--- config.mk ---
export PLATFORM = sky130hd
export DESIGN_NAME = latch_wr_sched
export DESIGN_NICKNAME = d
export VERILOG_FILES = /design/src/rtl/latch_sched_pkg.sv /design/src/rtl/latch_wr_sched_arbiter.sv /design/src/rtl/latch_wr_sched.sv
export SDC_FILE = /design/constraint.sdc
export NUM_CORES = 1
export LEC_CHECK = 0
export CORE_UTILIZATION = 45
export DETAILED_ROUTE_END_ITERATION = 6
export PLACE_DENSITY_LB_ADDON = 0.3
export SYNTH_ARGS = -nofsm -noshare
export SYNTH_HDL_FRONTEND = slang
export SYNTH_HIERARCHICAL = 1
export SYNTH_SLANG_ARGS = --single-unit
--- constraint.sdc ---
create_clock -name clk -period 3.8 [get_ports clk]
set_clock_uncertainty 0.15 [all_clocks]
set_input_delay 0.95 -clock clk [delete_from_list [all_inputs] [get_ports clk]]
set_output_delay 0.95 -clock clk [all_outputs]
set_load 0.01 [all_outputs]
--- src/rtl/latch_sched_pkg.sv ---
// Shared types and helpers for the latch write scheduler.
// Holds the FSM state encoding, the latch data width and the counter sizing function.
package latch_sched_pkg;

  typedef enum logic [1:0] {
    IDLE  = 2'd0,
    SETUP = 2'd1,
    OPEN  = 2'd2,
    HOLD  = 2'd3
  } state_e;

  localparam int LAT_DW = 8;

  // The counter only ever holds (phase length - 1), so size it for the longest phase minus one.
  function automatic int cnt_width(input int setup_cyc, input int pulse_cyc, input int hold_cyc);
    int m;
    m = setup_cyc;
    if (pulse_cyc > m) m = pulse_cyc;
    if (hold_cyc > m) m = hold_cyc;
    return (m > 1) ? $clog2(m) : 1;
  endfunction

endpackage

--- src/rtl/latch_wr_sched_arbiter.sv ---
// Combinational round-robin arbiter: picks the first requester at or after ptr_i, wrapping.
// The pointer register lives in the instantiating module.
module rr_arbiter #(
  parameter int N = 4,
  localparam int IW = (N > 1) ? $clog2(N) : 1
) (
  input  logic [N-1:0]  req_i,
  input  logic [IW-1:0] ptr_i,
  output logic [N-1:0]  gnt_o,
  output logic [IW-1:0] idx_o,
  output logic          valid_o
);

  logic [IW-1:0] cand;

  always_comb begin
    gnt_o   = '0;
    idx_o   = '0;
    valid_o = 1'b0;
    cand    = '0;
    for (int k = 0; k < N; k++) begin
      cand = IW'((int'(ptr_i) + k) % N);
      if (!valid_o && req_i[cand]) begin
        valid_o     = 1'b1;
        gnt_o[cand] = 1'b1;
        idx_o       = cand;
      end
    end
  end

endmodule

--- src/rtl/latch_wr_sched.sv ---
// Shares one latch data bus among N_REQ requesters: round-robin grant, then setup / enable pulse / hold,
// then a one-cycle ack (with err for out-of-range addresses). All outputs are registered.
module latch_wr_sched
  import latch_sched_pkg::*;
#(
  parameter int N_REQ     = 4,
  parameter int NUM_LAT   = 4,
  parameter int ADDR_W    = 2,
  parameter int SETUP_CYC = 1,
  parameter int PULSE_CYC = 2,
  parameter int HOLD_CYC  = 1
) (
  input  logic                     clk,
  input  logic                     rst,
  input  logic [N_REQ-1:0]         req,
  input  logic [N_REQ*LAT_DW-1:0]  req_data,
  input  logic [N_REQ*ADDR_W-1:0]  req_addr,
  output logic [N_REQ-1:0]         ack,
  output logic                     err,
  output logic [LAT_DW-1:0]        lat_d,
  output logic [NUM_LAT-1:0]       lat_en,
  output logic                     busy
);

  localparam int IW = $clog2(N_REQ);
  localparam int CW = cnt_width(SETUP_CYC, PULSE_CYC, HOLD_CYC);
  localparam logic [ADDR_W:0] NUM_LAT_X = (ADDR_W + 1)'(NUM_LAT);

  state_e              state_q, state_d;
  logic [CW-1:0]       cnt_q, cnt_d;
  logic [IW-1:0]       ptr_q, ptr_d;
  logic [LAT_DW-1:0]   data_q, data_d;
  logic [ADDR_W-1:0]   addr_q, addr_d;
  logic                bad_q, bad_d;
  logic [N_REQ-1:0]    gnt_q, gnt_d;
  logic [NUM_LAT-1:0]  lat_en_q, lat_en_d;
  logic [N_REQ-1:0]    ack_q, ack_d;
  logic                err_q, err_d;
  logic                busy_q, busy_d;

  logic [N_REQ-1:0]    elig;
  logic [N_REQ-1:0]    arb_gnt;
  logic [IW-1:0]       arb_idx;
  logic                arb_valid;
  logic [LAT_DW-1:0]   sel_data;
  logic [ADDR_W-1:0]   sel_addr;

  // The requester being acked this cycle is still holding req high; keep it out of the next grant.
  assign elig = req & ~ack_q;

  rr_arbiter #(.N(N_REQ)) u_arb (
    .req_i   (elig),
    .ptr_i   (ptr_q),
    .gnt_o   (arb_gnt),
    .idx_o   (arb_idx),
    .valid_o (arb_valid)
  );

  always_comb begin
    sel_data = '0;
    sel_addr = '0;
    for (int i = 0; i < N_REQ; i++) begin
      if (arb_gnt[i]) begin
        sel_data = req_data[i*LAT_DW +: LAT_DW];
        sel_addr = req_addr[i*ADDR_W +: ADDR_W];
      end
    end
  end

  always_comb begin
    state_d  = state_q;
    cnt_d    = cnt_q;
    ptr_d    = ptr_q;
    data_d   = data_q;
    addr_d   = addr_q;
    bad_d    = bad_q;
    gnt_d    = gnt_q;
    lat_en_d = '0;
    ack_d    = '0;
    err_d    = 1'b0;

    case (state_q)
      IDLE: begin
        if (arb_valid) begin
          state_d = SETUP;
          cnt_d   = CW'(SETUP_CYC - 1);
          data_d  = sel_data;
          addr_d  = sel_addr;
          bad_d   = ({1'b0, sel_addr} >= NUM_LAT_X);
          gnt_d   = arb_gnt;
          ptr_d   = (arb_idx == IW'(N_REQ - 1)) ? '0 : arb_idx + 1'b1;
        end
      end
      SETUP: begin
        if (cnt_q == '0) begin
          state_d = OPEN;
          cnt_d   = CW'(PULSE_CYC - 1);
        end else begin
          cnt_d = cnt_q - 1'b1;
        end
      end
      OPEN: begin
        if (cnt_q == '0) begin
          state_d = HOLD;
          cnt_d   = CW'(HOLD_CYC - 1);
        end else begin
          cnt_d = cnt_q - 1'b1;
        end
      end
      HOLD: begin
        if (cnt_q == '0) begin
          state_d = IDLE;
          ack_d   = gnt_q;
          err_d   = bad_q;
        end else begin
          cnt_d = cnt_q - 1'b1;
        end
      end
      default: state_d = IDLE;
    endcase

    // An out-of-range address drops the write entirely rather than decoding a partial enable.
    if (state_d == OPEN && !bad_d) begin
      for (int i = 0; i < NUM_LAT; i++) begin
        lat_en_d[i] = (addr_d == ADDR_W'(i));
      end
    end
  end

  assign busy_d = (state_d != IDLE);

  always_ff @(posedge clk) begin
    if (rst) begin
      state_q  <= IDLE;
      cnt_q    <= '0;
      ptr_q    <= '0;
      data_q   <= '0;
      addr_q   <= '0;
      bad_q    <= 1'b0;
      gnt_q    <= '0;
      lat_en_q <= '0;
      ack_q    <= '0;
      err_q    <= 1'b0;
      busy_q   <= 1'b0;
    end else begin
      state_q  <= state_d;
      cnt_q    <= cnt_d;
      ptr_q    <= ptr_d;
      data_q   <= data_d;
      addr_q   <= addr_d;
      bad_q    <= bad_d;
      gnt_q    <= gnt_d;
      lat_en_q <= lat_en_d;
      ack_q    <= ack_d;
      err_q    <= err_d;
      busy_q   <= busy_d;
    end
  end

  assign ack    = ack_q;
  assign err    = err_q;
  assign lat_d  = data_q;
  assign lat_en = lat_en_q;
  assign busy   = busy_q;

endmodule

### Yosys cells after proc, flatten, opt, wreduce, memory -nomap -nowiden

Index checks and enable logic that the tools add are counted.

| word-level totals | value |
|---|---|
| memories | 0 |
| bits of input ports | 46 |
| word-level logic and storage cells | 109 |
| output and inout bits | 18 |
| flip-flop bits (word level) | 30 |
| latch bits | 0 |
| bits in writable memories | 0 |
| bits in read-only memories | 0 |

| cells by class | value |
|---|---|
| muxes and demuxes | 50 |
| multiply operators | 0 |
| divide/modulo/power cells | 0 |
| add/subtract/negate cells | 5 |
| order comparisons | 8 |
| reductions and logical operators | 19 |
| shift operators | 0 |
| equal/unequal tests | 9 |
| bitwise logic cells | 7 |

Operator list:

| cell | number |
|---|---|
| 2-to-1 mux 8 bit | 4 |
| 2-to-1 mux 2 bit | 15 |
| 2-to-1 mux 1 bit | 17 |
| 2-to-1 mux 4 bit | 4 |
| == test 2 bit (second input constant) | 6 |
| < comparator 2 x 3 -> 1 bit (second input constant) | 4 |
| OR 4 bit | 3 |
| binary-select mux 1 bit (select 2 bit) | 4 |
| demux 1 bit (select 2 bit) | 4 |
| greater-or-equal comparator 2 x 1 -> 1 bit (second input constant) | 4 |
| logical AND 1 bit | 8 |
| one-hot mux 2 bit (4 select lines) | 1 |
| adder 2 x 1 -> 2 bit (second input constant) | 2 |
| adder 2 bit (second input constant) | 2 |
| AND 4 bit | 1 |
| == test 2 x 1 -> 1 bit (second input constant) | 2 |
| logical NOT 1 bit | 4 |
| logical NOT 2 bit | 2 |
| inverter 4 bit | 1 |
| OR reduction 2 bit | 2 |
| one-hot mux 1 bit (3 select lines) | 1 |
| OR reduction 3 bit | 1 |
| != test 2 bit (second input constant) | 1 |
| inverter 1 bit | 2 |
| 3 further kinds | 3 |

### Logic depth before layout (Yosys ltp)

| logic depth | value |
|---|---|
| word-level depth | 21 |
| gate-level depth with buffers | 13 |
| mapped depth without buffers | 10 |

### Cells and area by module

The synthesis kept the hierarchy.

Modules (own cells, without submodules):

| module | instances | cells an instance | area each (um^2) | sequential area each (um^2) |
|---|---|---|---|---|
| latch_wr_sched | 1 | 170 | 1,446.4 | 600.6 |
| rr_arbiter | 1 | 45 | 419.2 | 0.0 |

### Worst setup path before layout

OpenSTA, ideal clock, no wires.

| timing | value |
|---|---|
| path kind | input to register |
| start | in req[2] |
| end | reg lat_en_q[0], in the netlist lat_en[0] |
| arrival time | 3.140 ns |
| setup time | 0.116 ns |
| path slack | 0.394 ns |
| data required time | 3.534 ns |
| stages | 11 |
| path buffers | 2 |
| cells stage by stage | nor2b_1 mux4_2 buf_6 nor4b_4 a22oi_1 o21ai_0 buf_2 a21oi_1 a221oi_1 o22ai_2 and3b_1 |

| on the way | value |
|---|---|
| elaborated cells on any way between the ends | 42 |
| those cells by class | eq/ne: 1; mux: 26; bitwise: 5; reduce/logical: 10 |

RTL lines:

| element | RTL line | RTL |
|---|---|---|
| start: declaration | latch_wr_sched.sv:15 | `input logic [N_REQ-1:0] req,` |
| AND 4 bit * | latch_wr_sched.sv:49 | `assign elig = req & ~ack_q;` |
| binary-select mux 1 bit (select 2 bit) | latch_wr_sched_arbiter.sv:23 | `if (!valid_o && req_i[cand]) begin` |
| 2-to-1 mux 1 bit (implied by the code) | latch_wr_sched_arbiter.sv:23 |  |
| 2-to-1 mux 1 bit | latch_wr_sched_arbiter.sv:23 |  |
| logical NOT 1 bit | latch_wr_sched_arbiter.sv:23 |  |
| logical AND 1 bit | latch_wr_sched_arbiter.sv:23 |  |
| 2-to-1 mux 1 bit | latch_wr_sched_arbiter.sv:23 |  |
| logical NOT 1 bit | latch_wr_sched_arbiter.sv:23 |  |
| (+2 left out) | -- |  |
| logical NOT 1 bit | latch_wr_sched_arbiter.sv:23 |  |
| logical AND 1 bit | latch_wr_sched_arbiter.sv:23 |  |
| 2-to-1 mux 4 bit * | latch_wr_sched_arbiter.sv:23 |  |
| via arb_gnt[2] | latch_wr_sched.sv:42 | `logic [N_REQ-1:0] arb_gnt;` |
| 2-to-1 mux 2 bit * (2 in a row) | latch_wr_sched.sv:63 | `if (arb_gnt[i]) begin` |
| 2-to-1 mux 2 bit * | latch_wr_sched.sv:84 | `if (arb_valid) begin` |
| 2-to-1 mux 2 bit * | latch_wr_sched.sv:82 | `case (state_q)` |
| logical NOT 2 bit * | latch_wr_sched.sv:125 | `lat_en_d[i] = (addr_d == ADDR_W'(i));` |
| end signal: assignment | latch_wr_sched.sv:153 | `lat_en_q <= lat_en_d;` |
| end: declaration | latch_wr_sched.sv:36 | `logic [NUM_LAT-1:0] lat_en_q, lat_en_d;` |

Mark *: on every way through the listed nets, which the timed path passes. The rest lies on a longest branch. The select of a mux whose other input is x is not followed.
A chain may end at the register's enable or synchronous reset.

### Worst setup path after layout

| timing | value |
|---|---|
| start | in req[0] |
| end | reg data_q[6], in the netlist lat_d[6] |

| on the way | value |
|---|---|
| elaborated cells on any way between the ends | 31 |
| those cells by class | mux: 20; bitwise: 4; reduce/logical: 7 |

RTL lines:

| element | RTL line | RTL |
|---|---|---|
| AND 4 bit * | latch_wr_sched.sv:49 |  |
| via elig[0] | latch_wr_sched.sv:41 | `logic [N_REQ-1:0] elig;` |
| binary-select mux 1 bit (select 2 bit) | latch_wr_sched_arbiter.sv:23 |  |
| 2-to-1 mux 1 bit (implied by the code) | latch_wr_sched_arbiter.sv:23 |  |
| 2-to-1 mux 1 bit | latch_wr_sched_arbiter.sv:23 |  |
| logical NOT 1 bit | latch_wr_sched_arbiter.sv:23 |  |
| logical AND 1 bit | latch_wr_sched_arbiter.sv:23 |  |
| 2-to-1 mux 1 bit | latch_wr_sched_arbiter.sv:23 |  |
| logical NOT 1 bit | latch_wr_sched_arbiter.sv:23 |  |
| logical AND 1 bit | latch_wr_sched_arbiter.sv:23 |  |
| 2-to-1 mux 1 bit | latch_wr_sched_arbiter.sv:23 |  |
| logical NOT 1 bit | latch_wr_sched_arbiter.sv:23 |  |
| logical AND 1 bit | latch_wr_sched_arbiter.sv:23 |  |
| 2-to-1 mux 4 bit * | latch_wr_sched_arbiter.sv:23 |  |
| via arb_gnt[1] | latch_wr_sched.sv:42 |  |
| 2-to-1 mux 8 bit * (3 in a row) | latch_wr_sched.sv:63 |  |
| end signal: assignment | latch_wr_sched.sv:149 | `data_q <= data_d;` |
| end: declaration | latch_wr_sched.sv:32 | `logic [LAT_DW-1:0] data_q, data_d;` |

Marked as above.

==> impl_metrics.ini <==
[power]
clkPwrFrac_pct = 11.7
internal-power_w = 0.00133
p_sw_w = 0.000958
ir_drop_mv = 0.499
seqPwrFrac_pct = 20.5
leakage_nw = 1.06
sw_frac_of_total_pct = 41.9
finalPower_w = 0.00228
power_density_nw_per_um2 = 836
pwr-share-comb_pct = 67.9

[clocking]
cts_sinks = 30
path_clk_slew_ps = 60
cts_max_path_buffers = 2
root_buffer = clkbuf_8
clk_latency_ps = 280
cts-hold-fix-buffers = 0
htreeDepth = 2
cts_tree = yes
numCtsBuffers = 5

[die]
die_w_um = 66.4
io_pins = 64
dieArea_um2 = 4410
die_h_um = 66.4
core_um2 = 4000
rows = 23
start_util_pct = 46.6

[flow_run]
drv_cap = 0

[critical_path]
arrival_ps = 3660
rr_startpoint = ptr_q[1]
endpoint_kind = flip-flop
start_kind = input port
reg2reg_depth = 12
required_ps = 3850
rrSetupSlack_ps = 500
path_class = in -> reg
startpoint = req[0]
crit-reg2reg-capture = lat_d[6]
worst-path-max-fanout = 7

[sta]
fin_crit_sh_pct = 95.2
layout_min_cycle_time_ps = 3620
slew_viol_final = 0
worstMarginPinSlew_ps = 454
max_clock_freq_mhz = 276
relSlewSlack_pct = 69.6
setup_violations = 0
hold_viol_final = 0
fin_setup_tns_ps = 0
rsz0062_at_grt = no

[layout]
final_core_util_pct = 68.3
regArea_um2 = 601
drive_gt1_share_pct = 16.2
n_fill_cell = 335
insertedDiodeCount = 0
final_common_cell = clkdlybuf4s50_1
finalNetCount = 341
multi_input_area_um2 = 1110
syn_to_final_growth_pct = 46.3
final_cell_mix = clkdlybuf4s50_1, dfxtp_1, nor2_1, a21oi_1

[drt]
wl_um = 4870
wl_per_cell_um = 14.3
drc = 0
via_per_inst = 5.32
drtIter0Drc = 119
via_count = 1809
first_pass_iters = 4
postRouteAntennaNets = 0

[place]
io_buffers = 63
dp_hpwl_um = 3810
gpl.final_weighted_congestion = 0.794

[synth]
yosys_warnings = 6
synth_edf_count = 0
ys.flop_type = dfxtp_1
synth_seq_cells = 30
async_reset_ff_share_pct = 0
synthesis.area_um2 = 1870
syn_nets = 267
syn_inst = 215
yosysSeqAreaShare_pct = 32.2
synth.distinct_cells = 41
synth_area_per_cell_um2 = 8.68

[global_route]
overflow = 0
grt_pass1_vias = 1740
antenna_found_initial = 0
gr-usage-all-layers_pct = 24.8
grt_first_pass_wirelength_um = 8100
grt_max_degree = 22

[status]
run_status = complete, no violations

[hold_path]
min-delay-start = gnt_q[3]
holdPathStages = 2
hp-class = reg -> reg
whs_endpoint = gnt_q[3]
registers in the layout, indices dropped and copies added (netlist names):
register,count
lat_d,8
ack,4
gnt_q,4
lat_en,4
addr_q,2
ptr_q,2
state_q,2
bad_q,1
busy,1
cnt_q,1
err,1
cell usage after synthesis (all sizes together), types with 3 or more instances:
cell type   n  area, µm²
nor3b       3       43.8
nor3       12       65.1
clkbuf      5       18.8
nor2       20       75.1
a21oi      19       95.1
inv        15       56.3
dfxtp      30        601
nor2b       4       25.0
nand2      18       67.6
and2b       3       25.0
nand3b     10       75.1
buf        11       86.3
a221oi     10       87.6
ha          6       75.1
a211oi      8       75.1
and2        4       25.0
mux4        4       97.6
a22oi       8       60.1
o21ai       6       30.0
routing by layer:
layer	track usage [%]	wire length (µm)	up-vias	part of all wire, %
met5	0	0	-	0
met4	9.57	86	0	1.8
met3	4.83	176	9	3.6
met2	42.0	2460	39	51
met1	30.8	2150	838	44
li1	-	-	923	-
kinds of logic after synthesis:
kind of cell / synth area share, %
compound gates: 22.6
xor+xnor: 0.470
fa+ha+maj: 4.02
buf+inv: 8.65
flops: 32.2
mux: 6.97
simple gates: 25.1
repair_timing:
action / in CTS / in global routing
buffers inserted: 0 / 0
setup endpoints to repair: 0 / 9
resized for setup: 0 / 3
worst max path at each step:
stage / to / slack [ps]
6_report: lat_d[6] / 180
5_1_grt: lat_d[6] / 2
4_1_cts: lat_d[6] / 110
3_5_place_dp: lat_d[6] / -170
3_3_place_gp: lat_d[6] / -30
2_1_floorplan: lat_en[0] / 390
worst max-delay path, stage by stage:
cell             delay (ps)
clkdlybuf4s50_1         420
nor2b_1                 180
mux4_2                  520
nor4b_4                 390
a22oi_1                 100
o21ai_1                 100
buf_4                   180
buf_4                   140
a21oi_1                  60
a221oi_1                330
a211oi_2                 80
nor3_1                  210
metrics by stage:
stage / hold WS (ps) / setup WS, ps / std cells / instance area [µm²]
after global routing: 327 / 2.35 / 340 / 2730
after detailed placement: 294 / -173 / 332 / 2630
after floorplan: 280 / 394 / 215 / 1870
after global placement: 292 / -31.2 / 332 / 2630
final: 298 / 181 / 340 / 2730
after CTS: 303 / 109 / 340 / 2720
power groups by stage:
stage	Clock (W)	Combinational (W)	Sequential (W)
2_1_floorplan	0	0.00103	0.000478
3_3_place_gp	0	0.00149	0.000472
3_5_place_dp	0	0.00152	0.000474
4_1_cts	0.000274	0.00153	0.000468
5_1_grt	0.000292	0.00169	0.000480
6_report	0.000266	0.00155	0.000468
cell type report:
class                   instances  area share, %
clock buffers                   6           3.02
clock inverters                 2          0.458
inverters                      15           2.06
multi-input cells             154           40.7
flip-flops and latches         30           22.0
well taps                      50           2.29
repair buffers                 83           29.5
Power figures use the tool's default switching activity.
